<file path="src/rtl/mem_stage_pkg.sv">
// Shared definitions for the memory-access pipeline stage.
package mem_stage_pkg;

   localparam int DEF_DATA_WIDTH     = 32;
   localparam int DEF_REG_ADDR_WIDTH = 4;

   // Access FSM: IDLE accepts a new instruction, WAIT holds one outstanding access.
   typedef enum logic {
      IDLE = 1'b0,
      WAIT = 1'b1
   } mem_state_t;

   // Reasons the stage can raise its error pulse.
   typedef enum logic [1:0] {
      ERR_NONE     = 2'd0,
      ERR_TIMEOUT  = 2'd1,
      ERR_MISALIGN = 2'd2,
      ERR_ILLEGAL  = 2'd3
   } err_cause_t;

   // Word accesses only: any set low address bit is a misalignment.
   function automatic logic is_misaligned(input logic [1:0] lsb);
      return lsb != 2'b00;
   endfunction

endpackage

</file>
<file path="src/rtl/mem_stage.sv">
// Memory-access stage: issues loads/stores over a req/ack handshake with a
// timeout, stalls upstream while busy, and registers the MEM/WB result.
// All state moves on the falling clock edge, like the other stage registers.
module mem_stage
   import mem_stage_pkg::*;
#(
   parameter int DATA_WIDTH     = DEF_DATA_WIDTH,
   parameter int REG_ADDR_WIDTH = DEF_REG_ADDR_WIDTH,
   parameter int TIMEOUT        = 15
) (
   input  logic                      clock,
   input  logic                      reset_n,
   input  logic                      valid_in,
   input  logic [DATA_WIDTH-1:0]     ALUResult_in,
   input  logic [DATA_WIDTH-1:0]     storeData_in,
   input  logic                      memRead_in,
   input  logic                      memWrite_in,
   input  logic                      memToReg_in,
   input  logic [REG_ADDR_WIDTH-1:0] registerFileWrite_in,
   output logic [DATA_WIDTH-1:0]     dmem_addr,
   output logic [DATA_WIDTH-1:0]     dmem_wdata,
   output logic                      dmem_read,
   output logic                      dmem_write,
   input  logic                      dmem_ack,
   input  logic [DATA_WIDTH-1:0]     dmem_rdata,
   output logic                      stall,
   output logic                      error,
   output logic [DATA_WIDTH-1:0]     writeBackData,
   output logic [REG_ADDR_WIDTH-1:0] registerFileWrite,
   output logic                      regWrite
);

   localparam int CW = $clog2(TIMEOUT + 1);

   mem_state_t                state, state_n;
   logic [CW-1:0]             cnt, cnt_n;
   logic                      m2r_q, m2r_n;
   logic [REG_ADDR_WIDTH-1:0] dest_q, dest_n;
   logic [DATA_WIDTH-1:0]     addr_n, wdata_n, wb_n;
   logic [REG_ADDR_WIDTH-1:0] rf_n;
   logic                      rd_n, wr_n, stall_n, error_n, regwrite_n;

   logic mem_op;
   assign mem_op = memRead_in | memWrite_in;

   // Next-state and next-output decode; error/regWrite default low so they pulse.
   always_comb begin
      state_n    = state;
      cnt_n      = cnt;
      m2r_n      = m2r_q;
      dest_n     = dest_q;
      addr_n     = dmem_addr;
      wdata_n    = dmem_wdata;
      rd_n       = dmem_read;
      wr_n       = dmem_write;
      stall_n    = stall;
      wb_n       = writeBackData;
      rf_n       = registerFileWrite;
      error_n    = 1'b0;
      regwrite_n = 1'b0;
      case (state)
         IDLE: begin
            if (valid_in) begin
               if (memRead_in && memWrite_in) begin
                  error_n = 1'b1;
               end else if (mem_op && is_misaligned(ALUResult_in[1:0])) begin
                  error_n = 1'b1;
               end else if (mem_op) begin
                  addr_n  = ALUResult_in;
                  wdata_n = storeData_in;
                  rd_n    = memRead_in;
                  wr_n    = memWrite_in;
                  m2r_n   = memToReg_in;
                  dest_n  = registerFileWrite_in;
                  stall_n = 1'b1;
                  cnt_n   = '0;
                  state_n = WAIT;
               end else begin
                  wb_n       = ALUResult_in;
                  rf_n       = registerFileWrite_in;
                  regwrite_n = 1'b1;
               end
            end
         end
         WAIT: begin
            // Ack is checked first so an ack on the final edge beats the timeout.
            if (dmem_ack) begin
               if (dmem_read) begin
                  wb_n       = m2r_q ? dmem_rdata : dmem_addr;
                  rf_n       = dest_q;
                  regwrite_n = 1'b1;
               end
               rd_n    = 1'b0;
               wr_n    = 1'b0;
               stall_n = 1'b0;
               state_n = IDLE;
            end else if (cnt == CW'(TIMEOUT - 1)) begin
               error_n = 1'b1;
               rd_n    = 1'b0;
               wr_n    = 1'b0;
               stall_n = 1'b0;
               state_n = IDLE;
            end else begin
               cnt_n = cnt + 1'b1;
            end
         end
         default: state_n = IDLE;
      endcase
   end

   // State and output registers, falling edge, async active-low clear.
   always_ff @(negedge clock or negedge reset_n) begin
      if (!reset_n) begin
         state             <= IDLE;
         cnt               <= '0;
         m2r_q             <= 1'b0;
         dest_q            <= '0;
         dmem_addr         <= '0;
         dmem_wdata        <= '0;
         dmem_read         <= 1'b0;
         dmem_write        <= 1'b0;
         stall             <= 1'b0;
         error             <= 1'b0;
         writeBackData     <= '0;
         registerFileWrite <= '0;
         regWrite          <= 1'b0;
      end else begin
         state             <= state_n;
         cnt               <= cnt_n;
         m2r_q             <= m2r_n;
         dest_q            <= dest_n;
         dmem_addr         <= addr_n;
         dmem_wdata        <= wdata_n;
         dmem_read         <= rd_n;
         dmem_write        <= wr_n;
         stall             <= stall_n;
         error             <= error_n;
         writeBackData     <= wb_n;
         registerFileWrite <= rf_n;
         regWrite          <= regwrite_n;
      end
   end

endmodule

</file>
<file path="config.mk">
export PLATFORM = sky130hd
export DESIGN_NAME = mem_stage
export DESIGN_NICKNAME = d
export VERILOG_FILES = /design/src/rtl/mem_stage_pkg.sv /design/src/rtl/mem_stage.sv
export SDC_FILE = /design/constraint.sdc
export NUM_CORES = 1
export LEC_CHECK = 0
export BUFFER_PORTS_ARGS = -buffer_cell sky130_fd_sc_hd__buf_2
export CAP_MARGIN = 25
export CORE_UTILIZATION = 45
export DETAILED_ROUTE_END_ITERATION = 10
export PLACE_DENSITY_LB_ADDON = 0.05
export SYNTH_ARGS = -nofsm -noshare
export SYNTH_HDL_FRONTEND = slang
export SYNTH_SLANG_ARGS = --single-unit
</file>
<file path="constraint.sdc">
create_clock -name clock -period 5.6 [get_ports clock]
set_input_delay 0.28 -clock clock [delete_from_list [all_inputs] [get_ports clock]]
set_output_delay 0.28 -clock clock [all_outputs]
set_load 0.05 [all_outputs]
</file>
==> results_dict.tcl, run 1 <==
set metrics [dict create \
    postCtsSetupRepairBufs 0 \
    htree_levels 4 \
    grt_pass1_wl_um 18900 \
    end_kind "flop" \
    synth_nets 494 \
    fin_setup_tns_ns 0 \
    clk_pin_slew_ns 0.04 \
    hold_depth 1 \
    wl_um 11900 \
    finalMaxSlewViolations 0 \
    drt_iter0_drc 179 \
    die_area_um2 11800 \
    path_max_fanout 20 \
    die_h_um 109 \
    cp-start-kind "input pin" \
    criticalPathCategory "in2reg" \
    syn-cell-area_um2 5130 \
    numPortBuffers 211 \
    gr-total-overflow 0 \
    ctsResizeCount 0 \
    fill_cells 885 \
    critPathSlowestCell "xor2_1" \
    worst_pin_slew_ns 0.722 \
    synth_cell_types 34 \
    grtUsageTotal_pct 21.3 \
    yosysSeqAreaShare_pct 56.0 \
    synth.avg_cell_area_um2 13.3 \
    whs_ns 0.433 \
    skew_ns 0.00643 \
    core_area_um2 11000 \
    path_cells "buf_2 -> xor2_1 -> nand3_4 -> buf_4 -> mux2_1" \
    dr.pass1.iters 4 \
    r2r_cells 4 \
    cp_data_required_time_ns 3.02 \
    rsz0062_at_grt "no" \
    power.leakage_nw 3.48 \
    outcome "completed" \
    routedWlPerCell_um 15.7 \
    pre_cts_ws_ns 0.744 \
    grt_max_degree 72 \
    ys_ff_latch 115 \
    drc_errors 0 \
    cts-root-buf "clkbuf_16" \
    nNetsFinal 709 \
    cts_buffers 17 \
    dp_hpwl_um 8360 \
    drive_gt1_share_pct 48.0 \
    worst_skew_pair.late_latency_ns 0.38 \
    hold_buffers 0 \
    syn_inst 385 \
    cts_num_sinks 115 \
    area_growth_pct 35.7 \
    fp-row-count 38 \
    setup_viol 0 \
    hp-class "reg2reg" \
    power.density_nw_per_um2 547 \
    fin_ws_ns 1.14 \
    pin_count 212 \
    cts_tree "built" \
    clk_path_buf_depth 2 \
    finalHoldViolCount 0 \
    power_mw 3.81 \
    drv_cap 0 \
    timing.slew.headroom_pct 51.9 \
    yosysWarnings 0 \
    max-vdd-ir-drop_mv 0.305 \
    num_vias 3819 \
    fin_util_pct 63.4 \
    start_util_pct 46.8 \
    ant_nets 0 \
    max_stage_delay_ns 0.39 \
    antenna_found_initial 0 \
    grt_pass1_vias 3840 \
    die_x_um 109 \
    crit_arrival_ns 1.88 \
    vias_per_cell 5.07 \
    diodes 0 \
    place_congestion 0.801 \
]
[cells in the mapped netlist, drive strengths merged]
library cell	number	area share [%]
mux2i	32	6.2
or3b	1	0.17
xnor2	1	0.17
nor2b	2	0.24
a21bo	1	0.19
nand2	2	0.15
mux2	108	24
o2bb2ai	1	0.17
a22o	2	0.34
ha	2	0.49
o31ai	1	0.15
a21oi	32	3.1
dfrtn	115	56
buf	17	1.9
and3	1	0.12
inv	5	0.37
o21ai	2	0.19
nand2b	3	0.37
nand3	4	0.49
a32oi	1	0.17
a21o	1	0.15
a311oi	2	0.34
o41ai	1	0.54
nor4b	2	0.34
clkbuf	6	0.44
a211o	2	0.34
and2	2	0.24
nor2	34	2.5
a211oi	1	0.15
xor2	1	0.17
[placed cells by master (no fill, tap or decap), types with 2 or more instances in the layout]
| cell | n |
|---|---|
| mux2_2 | 41 |
| mux2_1 | 67 |
| nand2b_1 | 3 |
| a21oi_1 | 32 |
| clkinvlp_4 | 4 |
| nor2_1 | 34 |
| inv_1 | 5 |
| nand3_1 | 3 |
| and2_1 | 2 |
| buf_2 | 210 |
| dfrtn_1 | 115 |
| clkinv_4 | 3 |
| ha_1 | 2 |
| o21ai_0 | 2 |
| nor4b_1 | 2 |
| a311oi_1 | 2 |
| buf_12 | 2 |
| clkbuf_1 | 2 |
| nor2b_1 | 2 |
| mux2i_1 | 32 |
| a22o_1 | 2 |
| a211o_1 | 2 |
| bufinv_16 | 4 |
| nand2_1 | 2 |
| buf_4 | 7 |
| clkbuf_16 | 17 |
[where the power goes]
group / internal [mW] / leakage (nW) / switching [mW] / total (mW)
combinational: 0.396 / 1.79 / 1.06 / 1.46
sequential: 1.09 / 1.39 / 0.135 / 1.22
clock: 0.757 / 0.292 / 0.374 / 1.13
total: 2.24 / 3.48 / 1.57 / 3.81
[final timing paths]
kind                                       startpoint                      endpoint  slack [ns]
worst max-delay path                       memRead_in     dmem_addr[13]$_DFFE_NN0P_        1.14
worst min-delay path            dest_q[3]$_DFFE_NN0P_         dest_q[3]$_DFFE_NN0P_        0.43
worst max register to register        state$_DFF_NN0_            cnt[0]$_DFFE_NN0P_        3.37
worst min register to register  dest_q[3]$_DFFE_NN0P_         dest_q[3]$_DFFE_NN0P_        0.43
max in group asynchronous                     reset_n  writeBackData[6]$_DFFE_NN0P_        2.25
min in group asynchronous                     reset_n     dmem_addr[21]$_DFFE_NN0P_        2.49
[routing by layer]
metal	global-route usage, %	vias up	share of wire, %
li1	-	1810	-
met5	0	-	0
met1	26.5	1848	42
met3	7.47	21	7.4
met2	33.8	140	48
met4	8.69	0	2.3
[area by class of cell]
type / count / area [um2] / area share [%]
repair buffers: 219 / 1140 / 16.4
well taps: 140 / 175 / 2.51
clock buffers: 20 / 447 / 6.41
clock inverters: 12 / 181 / 2.60
inverters: 5 / 18.8 / 0.269
multi-input cells: 242 / 2120 / 30.5
flip-flops and latches: 115 / 2880 / 41.3
[critical path: cells and delay by family]
family / cells / cell delay (ns)
buffers and inverters: 2 / 0.51
XOR/XNOR: 1 / 0.39
AND/OR/NAND/NOR: 1 / 0.34
multiplexers: 1 / 0.34
[through the flow]
step	cells	instance area [um2]
2_1_floorplan	385	5130
6_report	753	6970
3_5_place_dp	721	6340
5_1_grt	753	6970
4_1_cts	753	6970
3_3_place_gp	721	6340
[sequential cells by signal, summed over array words and instances (netlist names)]
name and cells:
cnt 4, dest_q 4, dmem_addr 32, dmem_read 1, dmem_wdata 32, dmem_write 1
error 1, m2r_q 1, regWrite 1, registerFileWrite 4, stall 1, state 1
writeBackData 32
[cell families after synthesis]
| kind of cell | share of synthesized area (%) |
|---|---|
| adder cells (fa/ha/maj) | 0.487 |
| buffers and inverters | 2.75 |
| AO/OA/AOI/OAI | 5.85 |
| XOR/XNOR | 0.341 |
| AND/OR/NAND/NOR | 4.61 |
| multiplexers | 29.9 |
| flip-flops | 56.0 |
Power figures use the tool's default switching activity.
==> inputs of run 2 (changes only) <==
--- a/config.mk
+++ b/config.mk
@@ -5,9 +5,10 @@
 export SDC_FILE = /design/constraint.sdc
 export NUM_CORES = 1
 export LEC_CHECK = 0
+export ABC_AREA = 1
 export BUFFER_PORTS_ARGS = -buffer_cell sky130_fd_sc_hd__buf_2
 export CAP_MARGIN = 25
-export CORE_UTILIZATION = 45
+export CORE_UTILIZATION = 44
 export DETAILED_ROUTE_END_ITERATION = 10
 export PLACE_DENSITY_LB_ADDON = 0.05
 export SYNTH_ARGS = -nofsm -noshare
==> constraint.sdc (replaced) <==
create_clock -name clock -period 3.6 [get_ports clock]
set_input_delay 0.18 -clock clock [delete_from_list [all_inputs] [get_ports clock]]
set_output_delay 0.18 -clock clock [all_outputs]
set_load 0.05 [all_outputs]
==> run 2 against run 1 <==
- combinational power grew 17%
- clock power increased by 56%
- wire length is 23% higher
- flip-flop and latch count stayed put
- critical path type is now reg2out
- largest power group is now registers
==> results_dict.tcl, run 2 <==
set metrics [dict create \
    cts_buffers 17 \
    pin_count 212 \
    diodes 0 \
    power.leakage_nw 4.02 \
    worst_pin_slew_ns 0.715 \
    cts-root-buf "clkbuf_16" \
    grt_pass1_wl_um 22200 \
    r2r_cells 7 \
    criticalPathCategory "reg2out" \
    finalHoldViolCount 0 \
    grtUsageTotal_pct 24.4 \
    grt_use_met2_pct 40.3 \
    vias_per_cell 4.90 \
    max-vdd-ir-drop_mv 0.334 \
    die_h_um 110 \
    dr.pass1.iters 5 \
    grt_util_met3_pct 8.47 \
    syn-cell-area_um2 5140 \
    worstSetupStartpoint "dmem_addr[16]$_DFFE_NN0P_" \
    synth_top_family_by_area "simple AND/OR/NAND/NOR gates" \
    setup_viol 0 \
    synth_ff_type "dfrtn_1" \
    drv_cap 0 \
    skew_ns 0.00689 \
    power.density_nw_per_um2 757 \
    hold_depth 2 \
    wl_um 14500 \
    cp_data_required_time_ns 3.42 \
    nNetsFinal 965 \
    area_growth_pct 34.8 \
    most-common-layout-cells "nand2_1, buf_2, dfrtn_1" \
    clk_pin_slew_ns 0.04 \
    place_congestion 0.784 \
    whs_ns 0.417 \
    hold_buffers 0 \
    finalMaxSlewViolations 0 \
    synth_adder_area_share_pct 0.487 \
    core_area_um2 11400 \
    htree_levels 4 \
    path_buf_inv 1 \
    worst_skew_pair.late_latency_ns 0.39 \
    synth.avg_cell_area_um2 7.93 \
    clk_path_buf_depth 2 \
    drive_gt1_share_pct 29.9 \
    drt_iter0_drc 292 \
    fin_setup_tns_ns 0 \
    crit_arrival_ns 2.93 \
    synth_edf_count 0 \
    die_x_um 110 \
    drc_errors 0 \
    num_vias 4958 \
    r2r-end "writeBackData[5]$_DFFE_NN0P_" \
    crit_cells 1 \
    synth_xor_xnor_area_share_pct 0.170 \
    numPortBuffers 211 \
    synth_mux_area_share_pct 0 \
    end_kind "output port" \
    cts_num_sinks 115 \
    syn_inst 648 \
    final_common_cell "nand2_1" \
    synth_cell_types 22 \
    dp_hpwl_um 9660 \
    grt_pass1_vias 4631 \
    postCtsSetupRepairBufs 0 \
    cp-start-kind "flop" \
    ant_nets 0 \
    ctsResizeCount 0 \
    grt_max_degree 50 \
    die_area_um2 12100 \
    fp-row-count 39 \
    ys_ff_latch 115 \
    synthTopCellsByArea "dfrtn_1, nand2_1, o21ai_0" \
    reg_top3 "dmem_addr (32), dmem_wdata (32), writeBackData (32)" \
    critPathSlowestCell "dfrtn_1" \
    synthTopCellsByCount "nand2_1, dfrtn_1, o21ai_0" \
    fin_util_pct 60.7 \
    critical-path-top-delay-family "flip-flops" \
    yosysSeqAreaShare_pct 56.0 \
    antenna_found_initial 0 \
    reg2reg_slack_ns 1.78 \
    path_cells "buf_2" \
    synth_largest_area_cell "dfrtn_1" \
    synth_top_area_share_pct 56.0 \
    max_stage_delay_ns 0.44 \
    top_usage_layer "met2" \
    yosysWarnings 0 \
    hp-class "reg2reg" \
    path_max_fanout 3 \
    synth-async-reset-ratio_pct 100 \
    synth_compound_area_share_pct 9.25 \
    r2r_start "state$_DFF_NN0_" \
    yosys.area_share.simple_pct 27.8 \
    cts_tree "built" \
    yosysMostFrequentCell "nand2_1" \
    timing.slew.headroom_pct 52.2 \
    rsz0062_at_grt "no" \
    gr-total-overflow 0 \
    gr-usage-met1_pct 29.8 \
    outcome "completed" \
    start_util_pct 45.0 \
    routedWlPerCell_um 14.3 \
    endpoint "dmem_addr[16]" \
    synth_nets 757 \
]
[run 2: cell types whose count changed in the layout (fill, tap and decap cells not counted), sizes merged, moves of 3 or more]
cell / previous run / this run
nand2: 2 / 323
clkbuf: 20 / 23
buf: 219 / 224
o21ai: 2 / 89
mux2: 108 / 0
nor2: 34 / 40
inv: 5 / 30
nand2b: 3 / 0
nand3: 4 / 7
o211ai: 0 / 4
a21oi: 32 / 0
mux2i: 32 / 0
[run 2: layer usage]
| layer | vias to the layer above | share of wire [%] |
|---|---|---|
| met5 | - | 0 |
| met4 | 0 | 1.1 |
| met3 | 15 | 7.7 |
| met2 | 186 | 48 |
| met1 | 2332 | 43 |
| li1 | 2425 | - |
[run 2: how the worst min path moves through the flow]
stage / slack (ns) / from / to
2_1_floorplan: 0.41 / dest_q[1]$_DFFE_NN0P_ / dest_q[1]$_DFFE_NN0P_
3_3_place_gp: 0.41 / stall$_DFFE_NN0P_ / stall$_DFFE_NN0P_
3_5_place_dp: 0.42 / writeBackData[20]$_DFFE_NN0P_ / writeBackData[20]$_DFFE_NN0P_
4_1_cts: 0.42 / stall$_DFFE_NN0P_ / stall$_DFFE_NN0P_
5_1_grt: 0.45 / registerFileWrite[2]$_DFFE_NN0P_ / registerFileWrite[2]$_DFFE_NN0P_
6_report: 0.42 / stall$_DFFE_NN0P_ / stall$_DFFE_NN0P_
[run 2: report_power, final]
part / switching, mW / total (mW) / internal (mW)
Sequential: 0.174 / 1.76 / 1.59
Combinational: 1.33 / 1.71 / 0.383
Clock: 0.572 / 1.76 / 1.19
Total: 2.08 / 5.24 / 3.17
[run 2: logic make-up after synthesis]
| group | Yosys count |
|---|---|
| buffers and inverters | 65 |
| xor gates and xnor gates | 1 |
| and+or+nand+nor | 372 |
| DFF | 115 |
| adders and majority gates | 2 |
| AOI/OAI and AO/OA | 93 |
[run 2: per-stage QoR]
step / power [mW] / setup WS, ns / area, um2 / std cells
after floorplan: 3.01 / 0.807 / 5140 / 648
after global placement: 3.48 / 0.325 / 6310 / 980
after detailed placement: 3.50 / 0.255 / 6310 / 980
after CTS: 5.28 / 0.488 / 6930 / 1012
after global routing: 5.49 / 0.452 / 6930 / 1012
final: 5.24 / 0.493 / 6930 / 1012
[run 2: layout make-up]
type | instances | area [um2]
Sequential cell | 115 | 2880
Multi-Input combinational cell | 468 | 1940
Tap cell | 143 | 179
Inverter | 30 | 118
Clock inverter | 9 | 153
Clock buffer | 23 | 468
Fill cell | 1063 | 4490
Timing Repair Buffer | 224 | 1190
==> inputs of run 3 (changes only) <==
--- a/config.mk
+++ b/config.mk
@@ -7,7 +7,7 @@
 export LEC_CHECK = 0
 export ABC_AREA = 1
 export BUFFER_PORTS_ARGS = -buffer_cell sky130_fd_sc_hd__buf_2
-export CAP_MARGIN = 25
+export CORE_MARGIN = 4
 export CORE_UTILIZATION = 44
 export DETAILED_ROUTE_END_ITERATION = 10
 export PLACE_DENSITY_LB_ADDON = 0.05
==> run 3 against run 2 <==
- die area up 11%
- setup slack better by 0.017 ns
- global-route usage is 2.1 points lower
- sequential share of layout area grew 0.39 points
- design area down 0.94%
- hold slack better by 0.0011 ns
- clock skew fell by 0.0023 ns
- cell count is 0.30% lower
- count of clock-buffer cells in the layout decreased by 4
- wire length rose by 2.6%
- register-to-register slack about the same
- sequential power is essentially flat
- largest cell class unchanged
- highest routed layer unchanged
==> results_dict.tcl, run 3 (synthesized netlist as in run 2, its figures left out) <==
set metrics [dict create \
    grt_use_met2_pct 35.9 \
    path_buf_inv 1 \
    area_growth_pct 33.6 \
    power.density_nw_per_um2 739 \
    cp_data_required_time_ns 3.42 \
    cts_num_sinks 115 \
    core_area_um2 11400 \
    drt_iter0_drc 301 \
    fin_setup_tns_ns 0 \
    antenna_found_initial 0 \
    wl_um 14900 \
    worst_skew_pair.late_latency_ns 0.38 \
    critPathSlowestCell "dfrtn_1" \
    criticalPathCategory "reg2out" \
    grt_pass1_vias 4743 \
    postCtsSetupRepairBufs 0 \
    cts_tree "built" \
    timing.slew.headroom_pct 15.0 \
    start_util_pct 45.0 \
    outcome "completed" \
    crit_arrival_ns 2.91 \
    reg_top3 "dmem_addr (32), dmem_wdata (32), writeBackData (32)" \
    drv_cap 0 \
    vias_per_cell 4.85 \
    path_cells "buf_2" \
    htree_levels 4 \
    worst_pin_slew_ns 1.27 \
    gr-usage-met1_pct 28.5 \
    routedWlPerCell_um 14.8 \
    clk_path_buf_depth 2 \
    gr-total-overflow 0 \
    drc_errors 0 \
    skew_ns 0.00459 \
    power_mw 5.07 \
    hold_buffers 0 \
    ant_nets 0 \
    finalHoldViolCount 0 \
    max_stage_delay_ns 0.45 \
    final_area_um2 6860 \
    cts_buffers 17 \
    max-vdd-ir-drop_mv 0.328 \
    most-common-layout-cells "nand2_1, buf_2, dfrtn_1" \
    place_congestion 0.830 \
    die_x_um 116 \
    fin_ws_ns 0.510 \
    critical-path-top-delay-family "flip-flops" \
    pin_count 212 \
    grt_pass1_wl_um 23400 \
    ctsResizeCount 0 \
    finalMaxSlewViolations 0 \
    dr.pass1.iters 4 \
    top_usage_layer "met2" \
    cp-start-kind "flop" \
    path_max_fanout 3 \
    end_kind "output port" \
    power.leakage_nw 4.00 \
    grt_max_degree 63 \
    grtUsageTotal_pct 22.4 \
    numPortBuffers 211 \
    die_area_um2 13500 \
    grt_util_met3_pct 7.57 \
    hp-class "reg2reg" \
    die_h_um 116 \
    final_common_cell "nand2_1" \
    fill_cells 1084 \
    fp-row-count 39 \
    cts-root-buf "clkbuf_16" \
    setup_viol 0 \
    clk_pin_slew_ns 0.04 \
    dp_hpwl_um 9960 \
    diodes 0 \
    num_vias 4897 \
    pre_cts_ws_ns 0.306 \
    nNetsFinal 963 \
    dpl-instance-area_um2 6300 \
    whs_ns 0.418 \
    rsz0062_at_grt "no" \
    drive_gt1_share_pct 30.0 \
]
[run 3: cell count changes in the layout (fill, tap and decap cells not counted)]
cell | before | now
clkinv_2 | 2 | 8
bufinv_16 | 4 | 2
buf_4 | 11 | 8
clkbuf_8 | 2 | 1
clkinvlp_4 | 3 | 2
buf_12 | 3 | 4
clkbuf_1 | 4 | 1
[run 3: layout make-up]
type / count / area [um2] / share of cell area [%]
Sequential cell: 115 / 2880 / 41.9
Multi-Input combinational cell: 468 / 1940 / 28.3
Clock buffer: 19 / 443 / 6.45
Clock inverter: 12 / 115 / 1.68
Inverter: 30 / 118 / 1.71
Tap cell: 143 / 179 / 2.61
Timing Repair Buffer: 222 / 1190 / 17.4
[run 3: through the flow]
| step | util [%] | cells |
|---|---|---|
| global route | 60.1 | 1009 |
| finish | 60.1 | 1009 |
| global placement | 55.2 | 978 |
| CTS | 60.1 | 1009 |
| detailed placement | 55.2 | 978 |
| floorplan | - | 648 |
[run 3: worst min-delay path, cell delays in order (launching register included)]
cell and delay [ns]:
dfrtn_1 0.39, nand2_1 0.05, nand2_1 0.06
[run 3: routing by layer]
layer  routed length (um)  part of all wire, %
met5                    0                    0
met4                  161                  1.1
met2                 7270                   49
met3                 1330                  8.9
met1                 6130                   41
[run 3: worst paths after layout]
check	startpoint	endpoint	slack (ns)	cells past startpoint
setup / recovery	dmem_addr[19]$_DFFE_NN0P_	dmem_addr[19]	0.51	1
hold / removal	dmem_wdata[20]$_DFFE_NN0P_	dmem_wdata[20]$_DFFE_NN0P_	0.42	2
setup reg to reg	state$_DFF_NN0_	writeBackData[30]$_DFFE_NN0P_	1.78	7
hold reg to reg	dmem_wdata[20]$_DFFE_NN0P_	dmem_wdata[20]$_DFFE_NN0P_	0.42	2
max in group asynchronous	reset_n	dmem_addr[15]$_DFFE_NN0P_	1.57	2
min in group asynchronous	reset_n	writeBackData[26]$_DFFE_NN0P_	1.41	1
[run 3: power breakdown]
group          internal, mW  total [mW]  leakage [nW]  switching (mW)
clock                  1.02        1.59         0.278           0.568
combinational         0.383        1.72          2.27            1.34
sequential             1.59        1.76          1.45           0.171
total                  2.99        5.07          4.00            2.08
